===== config.mk =====
export PLATFORM = sky130hd
export DESIGN_NAME = addsub_rr_sched
export DESIGN_NICKNAME = d
export VERILOG_FILES = /design/src/rtl/addsub_rr_sched.sv
export SDC_FILE = /design/constraint.sdc
export NUM_CORES = 1
export LEC_CHECK = 0
export BUFFER_PORTS_ARGS = -buffer_cell sky130_fd_sc_hd__buf_2
export CORE_ASPECT_RATIO = 1.5
export CORE_MARGIN = 2
export CORE_UTILIZATION = 49
export DETAILED_ROUTE_END_ITERATION = 16
export PLACE_DENSITY_LB_ADDON = 0.12
export RECOVER_POWER = 50
export SYNTH_ARGS = -nofsm -noshare
export SYNTH_HDL_FRONTEND = slang
export SYNTH_SLANG_ARGS = --single-unit

===== constraint.sdc =====
create_clock -name clk -period 4 [get_ports clk]
set_input_delay 0 -clock clk [delete_from_list [all_inputs] [get_ports clk]]
set_output_delay 0 -clock clk [all_outputs]
set_load 0.01 [all_outputs]

===== src/rtl/addsub_rr_sched.sv =====
// ---------------------------------------------------------------------------
// addsub_rr_sched
//   Round-robin scheduler that time-shares a single 16-bit add/sub datapath
//   among NREQ requesters. A winner is picked in IDLE and its operands are
//   registered. The shared adder is evaluated in EXEC. The 17-bit result is
//   then held in RESP, together with the winner's ID, until the consumer
//   accepts it.
//
// Ports
//   clk        rising-edge clock
//   rst_n      asynchronous active-low reset
//   req_valid  per-requester "op pending"
//   req_ready  per-requester accept strobe (one-hot or zero, IDLE only)
//   req_sub    per-requester op select: 1 = A-B, 0 = A+B
//   req_a      packed operand A, requester i at [16*i +: 16]
//   req_b      packed operand B, same packing
//   rsp_valid  result available
//   rsp_ready  consumer accepts result
//   rsp_id     index of the requester owning the result
//   rsp_sum    17-bit result; bit 16 = carry (add) or borrow (sub)
// ---------------------------------------------------------------------------
module addsub_rr_sched #(
  parameter  int NREQ = 4,
  localparam int IDW  = $clog2(NREQ)
) (
  input  logic                 clk,
  input  logic                 rst_n,
  input  logic [NREQ-1:0]      req_valid,
  output logic [NREQ-1:0]      req_ready,
  input  logic [NREQ-1:0]      req_sub,
  input  logic [16*NREQ-1:0]   req_a,
  input  logic [16*NREQ-1:0]   req_b,
  output logic                 rsp_valid,
  input  logic                 rsp_ready,
  output logic [IDW-1:0]       rsp_id,
  output logic [16:0]          rsp_sum
);

  localparam logic [1:0] IDLE = 2'd0;
  localparam logic [1:0] EXEC = 2'd1;
  localparam logic [1:0] RESP = 2'd2;

  logic [1:0]     state_q, state_d;
  logic [IDW-1:0] ptr_q, ptr_d;
  logic [IDW-1:0] id_q, id_d;
  logic [16:0]    sum_q, sum_d;
  logic           valid_q, valid_d;
  logic           sub_q, sub_d;
  logic [15:0]    a_q, a_d;
  logic [15:0]    b_q, b_d;

  // Unpacked views of the operand buses
  logic [15:0] req_a_arr [NREQ];
  logic [15:0] req_b_arr [NREQ];

  // Candidate gi is the requester at offset gi+1 after the last grant
  logic [IDW-1:0] cand_idx [NREQ];
  logic [NREQ-1:0] cand_hit;

  logic           grant_found;
  logic [IDW-1:0] grant_idx;

  genvar gi;
  generate
    for (gi = 0; gi < NREQ; gi++) begin : g_req
      assign req_a_arr[gi] = req_a[16*gi +: 16];
      assign req_b_arr[gi] = req_b[16*gi +: 16];
      assign cand_idx[gi]  = IDW'((int'(ptr_q) + gi + 1) % NREQ);
      assign cand_hit[gi]  = req_valid[cand_idx[gi]];
    end
  endgenerate

  // Lowest rotation offset with a pending request wins
  always_comb begin
    grant_found = 1'b0;
    grant_idx   = '0;
    for (int k = 0; k < NREQ; k++) begin
      if (!grant_found && cand_hit[k]) begin
        grant_found = 1'b1;
        grant_idx   = cand_idx[k];
      end
    end
  end

  // Accept strobe is combinational and gated by reset so nothing is
  // accepted while rst_n is held low (state already reads IDLE then).
  generate
    for (gi = 0; gi < NREQ; gi++) begin : g_ready
      assign req_ready[gi] = rst_n && (state_q == IDLE) && grant_found &&
                             (grant_idx == IDW'(gi));
    end
  endgenerate

  // Shared Adder_Sub datapath: two's complement via B^sub with carry-in=sub.
  // For subtraction the raw carry is "no borrow", so it is inverted to
  // report a borrow in bit 16.
  logic [16:0] adder_raw;
  logic [16:0] adder_sum;
  assign adder_raw = {1'b0, a_q} + {1'b0, b_q ^ {16{sub_q}}} + {16'd0, sub_q};
  assign adder_sum = {adder_raw[16] ^ sub_q, adder_raw[15:0]};

  always_comb begin
    state_d = state_q;
    ptr_d   = ptr_q;
    id_d    = id_q;
    sum_d   = sum_q;
    valid_d = valid_q;
    sub_d   = sub_q;
    a_d     = a_q;
    b_d     = b_q;
    case (state_q)
      IDLE: begin
        if (grant_found) begin
          sub_d   = req_sub[grant_idx];
          a_d     = req_a_arr[grant_idx];
          b_d     = req_b_arr[grant_idx];
          ptr_d   = grant_idx;
          id_d    = grant_idx;
          state_d = EXEC;
        end
      end
      EXEC: begin
        sum_d   = adder_sum;
        valid_d = 1'b1;
        state_d = RESP;
      end
      RESP: begin
        if (rsp_ready) begin
          valid_d = 1'b0;
          state_d = IDLE;
        end
      end
      default: state_d = IDLE;
    endcase
  end

  always_ff @(posedge clk or negedge rst_n) begin
    if (!rst_n) begin
      state_q <= IDLE;
      ptr_q   <= IDW'(NREQ - 1);
      id_q    <= '0;
      sum_q   <= '0;
      valid_q <= 1'b0;
      sub_q   <= 1'b0;
      a_q     <= '0;
      b_q     <= '0;
    end else begin
      state_q <= state_d;
      ptr_q   <= ptr_d;
      id_q    <= id_d;
      sum_q   <= sum_d;
      valid_q <= valid_d;
      sub_q   <= sub_d;
      a_q     <= a_d;
      b_q     <= b_d;
    end
  end

  assign rsp_valid = valid_q;
  assign rsp_id    = id_q;
  assign rsp_sum   = sum_q;

endmodule


== Word level (Yosys, flattened, before mapping) ==
Cells that the tools add are included.

* Equality and inequality tests: 7
* Bitwise operators: 3
* Add/sub/neg operators: 8
* Magnitude comparators: 6
* Mux-type cells: 29
* Reduce and logical (&&, ||, !) cells: 18

{| class="wikitable"
|+ Operator list
! operator !! number
|-
| 16-bit binary-select mux with 2-bit select || 2
|-
| 16-bit 2-to-1 mux || 4
|-
| 16-bit by 16-bit adder with 17-bit output || 1
|-
| 17-bit by 1-bit adder with 17-bit output || 1
|-
| 16-bit bitwise XOR || 1
|-
| 2-bit by 3-bit less-than comparator with 1-bit output, second input constant || 5
|-
| 2-bit 2-to-1 mux || 6
|-
| 1-bit binary-select mux with 2-bit select || 5
|-
| 1-bit 2-to-1 mux || 10
|-
| 1-bit logical AND || 9
|-
| 2-bit by 1-bit adder with 2-bit output, second input constant || 4
|-
| 2-bit equality test, second input constant || 3
|-
| 2-bit case mux with 3 select lines || 1
|-
| 2-bit AND reduction || 3
|-
| 2-bit adder, second input constant || 2
|-
| 2-bit by 1-bit equality test with 1-bit output, second input constant || 2
|-
| 2-bit zero test || 2
|-
| 2-bit != test, second input constant || 2
|-
| 3-bit greater-or-equal comparator, second input constant || 1
|-
| 1-bit zero test || 3
|-
| 2-bit inverter with 3-bit output || 1
|-
| 1-bit case mux with 2 select lines || 1
|-
| 2-bit nonzero test || 1
|-
| 1-bit bitwise XOR || 1
|}

* Word-level logic and storage cells: 79
* Input bits: 139
* Register bits after elaboration: 57
* Output and inout port bits: 24

== Depth between registers and ports, before layout ==
* Depth in word-level cells: 17
* Mapped depth: 11
* Gate-level depth less buffers: 8

== Worst setup path before layout ==
OpenSTA, ideal clock, no wires.

* Path type: reg-to-reg
* Start: register sub_q
* End: register sum_q[16], in the netlist rsp_sum[16]
* Setup time: 0.131 ns
* Cell stages (with the launch flop): 11
* Arrival: 2.889 ns
* Data required time: 3.869 ns
* Buffers on the path: 2
* Period minus slack after synthesis: 3.020 ns
* Path slack: 0.980 ns
* Path through: dfrtp_1 -> clkbuf_1 -> clkbuf_1 -> xor2_1 -> ha_1 -> a21o_1 -> a221oi_1 -> o21ai_1 -> a31oi_1 -> or4_1 -> nand4_1

* Word-level cells in the longest chain between the ends: 4

{| class="wikitable"
|+ RTL lines
! item !! line !! source
|-
| start, declared || 48 || <nowiki>logic sub_q, sub_d;</nowiki>
|-
| start signal, assigned || 153 || <nowiki>sub_q <= sub_d;</nowiki>
|-
| 16-bit bitwise XOR || 99 || <nowiki>assign adder_raw = {1'b0, a_q} + {1'b0, b_q ^ {16{sub_q}}} + {16'd0, sub_q};</nowiki>
|-
| 16-bit by 16-bit adder with 17-bit output || 99 ||
|-
| 17-bit by 1-bit adder with 17-bit output || 99 ||
|-
| 1-bit bitwise XOR (*) || 100 || <nowiki>assign adder_sum = {adder_raw[16] ^ sub_q, adder_raw[15:0]};</nowiki>
|-
| end signal, assigned || 151 || <nowiki>sum_q <= sum_d;</nowiki>
|-
| end, declared || 46 || <nowiki>logic [16:0] sum_q, sum_d;</nowiki>
|}

Every way passes the cells marked *; elsewhere a longest branch is shown, timed or not.
A chain may end at the register's enable or synchronous reset.

== Final worst setup path ==
* Start: register sub_q
* End: register sum_q[12], in the netlist rsp_sum[12]

* Word-level cells in the longest chain between the ends: 3

{| class="wikitable"
|+ RTL lines
! item !! line
|-
| 16-bit bitwise XOR || 99
|-
| 16-bit by 16-bit adder with 17-bit output || 99
|-
| 17-bit by 1-bit adder with 17-bit output (*) || 99
|}

Marks and branches as above.

==> results.md <==
* Dominant cells by area after synthesis: dfrtp_1 (35%), mux4_2 (18%), mux2_4 (8.7%), ha_1 (4.7%), xor2_1 (4.4%)
* Aggregate routed wire length at 9150 um
* Detail Placement HPWL at 7300 um
* Gate power share at 62.1%
* EDFF count, synth at 0
* Slew Limit Headroom at 28.7%
* Number of antenna violations at the first check in global routing at 0
* Antenna fix cells at 0
* Via count at 3201
* CTS buffer count at 9
* Unrepaired setup endpoints after global routing: no
* IO Pins at 163
* Worst setup path startpoint: sub_q$_DFFE_PN0P_
* Via count of the first global-routing pass at 3180
* X dimension of the die at 77.4 um
* Area overhead of the layout relative to synthesis at 29.6%
* Number of levels in the clock H-tree at 3
* Max-capacitance violation count at 0
* Number of DRC markers after the initial detailed-route iteration at 143
* Worst setup slack after layout at 1.11 ns
* Fraction of final layout cells sized beyond drive strength 1 at 47.9%
* Combined global-route utilization of all metal layers at 21.5%
* Part of the Yosys area used for sequential elements at 36.1%
* Largest vdd supply drop at 0.504 mV
* Delay of the slowest cell on the worst path at 0.47 ns
* Per-cell routed wire length at 15.5 um
* Final Max Slew Viols at 0
* Power per cell area at 1000 nW/um^2
* Power share of the clock group at 16.1%
* Worst-case setup slack after placement at 1.11 ns
* Routability Congestion at 0.812
* Yosys cell types at 45
* Reg power frac at 21.8%
* Non-Filler Instances at 591
* Worst path depth at 8
* Nets in the synthesized netlist at 480
* Type of the most critical hold path: in -> reg
* Wire length of the first global-routing pass at 14700 um
* Net switching power at 2100 uW
* Number of resized instances in the post-cts repair step at 0
* Fraction of the core area covered by cells at the end of the flow at 65.0%
* Ratio of routed vias to standard cells at 5.42
* Mean cell area of the mapped netlist at 12.2 sq um
* Gate family responsible for the most delay along the worst path: compound AO/OA/AOI/OAI gates
* Async S/R FF share, synth at 100%
* Uppermost routed layer: met4
* Final number of setup-violating endpoints at 0
* CP startpoint kind: register
* Startpoint-to-endpoint class of the critical path: reg -> reg
* Number of register bits inferred by synthesis at 57
* Gate count of the mapped netlist at 325
* Clock transition at the registers of the reported paths at 0.05 ns
* Std cell rows at 40
* Post-route ant nets at 0
* Die Y-Extent at 114 um
* Endpoint kind of the worst setup timing path: register
* DRC Markers at 0
* Die ar. at 8840 sq um
* Largest clock skew in the final design at 0.00698 ns
* Sum of internal, switching and leakage power at 5160 uW
* Port buffer count at 162
* TritonCTS sink count at 57
* Worst reg2reg path depth at 8
* Insertion delay of the later-clocked pin in the worst-skew pair at 0.33 ns
* Synth Warn # at 0
* Worst Max-Slew Pin Slew at 1.07 ns
* Pre-Repair DR Iteration Count at 4
* Required arrival time at the worst endpoint at 4.16 ns
* Post-CTS setup buffers at 0
* Maximum clock insertion buffer count at 2
* Primary FF master, synth: dfrtp_1
* Crit-path cells: mux2_2, fa_1, a21o_1, a221oi_1, o21ai_1, a31oi_1, xor2_1, o21ai_0
* Share of the cycle needed by the critical path after routing at 72.1%
* Starting Density at 50.1%
* Run status: complete, no violations
* Final #Nets at 636
* Accumulated negative setup slack at 0 ns
* Commonest cells post-synth: dfrtp_1 (55), mux4_2 (31), nand2_1 (29), mux2_4 (23), xor2_1 (20)
* Cells after DPL at 573
* Sw Share at 40.6%
* Arrival time reported for the critical path endpoint at 3.05 ns
* Sum of met2 wire segment lengths after detailed routing at 4790 um
* WHS Path Cells at 3
* Area fraction of the dominant cell type after synthesis at 34.7%
* Most numerous cell in the Yosys netlist: dfrtp_1
* TritonCTS clock tree: yes
* Min-delay src: req_a[50]
* Clock Root Buffer: clkbuf_16
* Highest-delay cell along the critical path: dfrtp_1
* Cell area after technology mapping at 3960 sq um
* Origin of the critical flop-to-flop path: sub_q$_DFFE_PN0P_
* Detailed route wirelength on metal3 at 448 um
* Post-route met1 wirelength at 3710 um
* P_leak at 0.00244 uW
* Cell taking the most area after synthesis: dfrtp_1
* Cell Int Power at 3060 uW
* Hold Vio Cnt, Final at 0
* Critical path buffer and inverter count at 0
* Critical-path maximum fanout at 7
* Final critical delay including setup and external delays at 2.89 ns
* Pin count of the biggest net entering global routing at 60
* Overflow left after global routing at 0
* Core box area at 7910 sq um
* Highest Clock Rate at 347 MHz
==> repair_timing <==
item                       4_1_cts  5_1_grt
hold buffers                     2        0
setup endpoints to repair        0        0
hold endpoints to repair        56        0
==> metal layers <==
layer	GRT usage (%)	vias to the layer above
met1	26.0	1512
li1	-	1553
met4	10.7	0
met5	0	-
met3	3.23	14
met2	37.4	122
==> cell usage in the layout, fill, tap and decap left out, types with 3 or more instances in the layout <==
| cell | instances |
|---|---|
| buf_2 | 142 |
| clkbuf_16 | 9 |
| ha_1 | 15 |
| xor2_1 | 20 |
| a21oi_1 | 15 |
| a21o_1 | 5 |
| mux2_2 | 11 |
| nor2_1 | 8 |
| nand3_1 | 5 |
| nand2_1 | 29 |
| o21ai_0 | 17 |
| mux2_4 | 23 |
| dfrtp_1 | 55 |
| a31oi_1 | 6 |
| nand2b_1 | 6 |
| nand4_1 | 10 |
| xnor2_1 | 6 |
| buf_4 | 3 |
| mux4_2 | 31 |
| inv_1 | 4 |
| clkbuf_1 | 20 |
==> flip-flops by register name, indices dropped and copies added (netlist names) <==
signal     count
ptr_q          2
b_q           16
rsp_valid      1
sub_q          1
a_q           16
rsp_sum       17
state_q        2
rsp_id         2
==> per-stage QoR <==
step           instance area (sq um)  hold slack [ns]
2_1_floorplan                   3960           -0.296
3_3_place_gp                    4810            0.186
3_5_place_dp                    4810            0.186
4_1_cts                         5160            0.107
5_1_grt                         5140            0.117
6_report                        5140            0.115
==> tightest hold or removal path: stages <==
cell and delay [ns]:
buf_2 0.07, mux4_2 0.21, mux2_4 0.13
==> cells by family after synthesis <==
kind of cell / Yosys count / share of synthesized area (%)
and+or+nand+nor: 70 / 8.62
muxes: 68 / 31.0
AOI/OAI and AO/OA: 61 / 9.57
DFF: 57 / 36.1
buffers and inverters: 27 / 3.73
xor gates and xnor gates: 26 / 5.75
adders and majority gates: 16 / 5.24
==> power by group through the flow <==
| stage | Combinational (uW) | Clock, uW | Sequential (uW) |
|---|---|---|---|
| floorplan | 2600 | 0 | 1110 |
| global placement | 3170 | 0 | 1130 |
| detailed placement | 3240 | 0 | 1140 |
| CTS | 3260 | 844 | 1130 |
| global route | 3540 | 870 | 1170 |
| finish | 3200 | 828 | 1130 |
==> path summary, 6_finish.rpt <==
kind | end | slack, ns
worst max-delay path | rsp_sum[12]$_DFFE_PN0P_ | 1.11
worst min-delay path | a_q[2]$_DFFE_PN0P_ | 0.11
max in group asynchronous | rsp_sum[2]$_DFFE_PN0P_ | 3.17
worst min register to register | rsp_id[1]$_DFFE_PN0P_ | 0.47
min in group asynchronous | rsp_valid$_DFFE_PN0P_ | 0.35
worst max register to register | rsp_sum[12]$_DFFE_PN0P_ | 1.11
==> cell type report <==
type,count,area (sq um)
timing repair buffer,167,828
clock buffer,11,253
fill,667,2770
inverter,5,18.8
clock inverter,5,77.6
tap,105,131
multi-input combinational,241,2400
sequential,57,1430
Power figures use the tool's default switching activity.
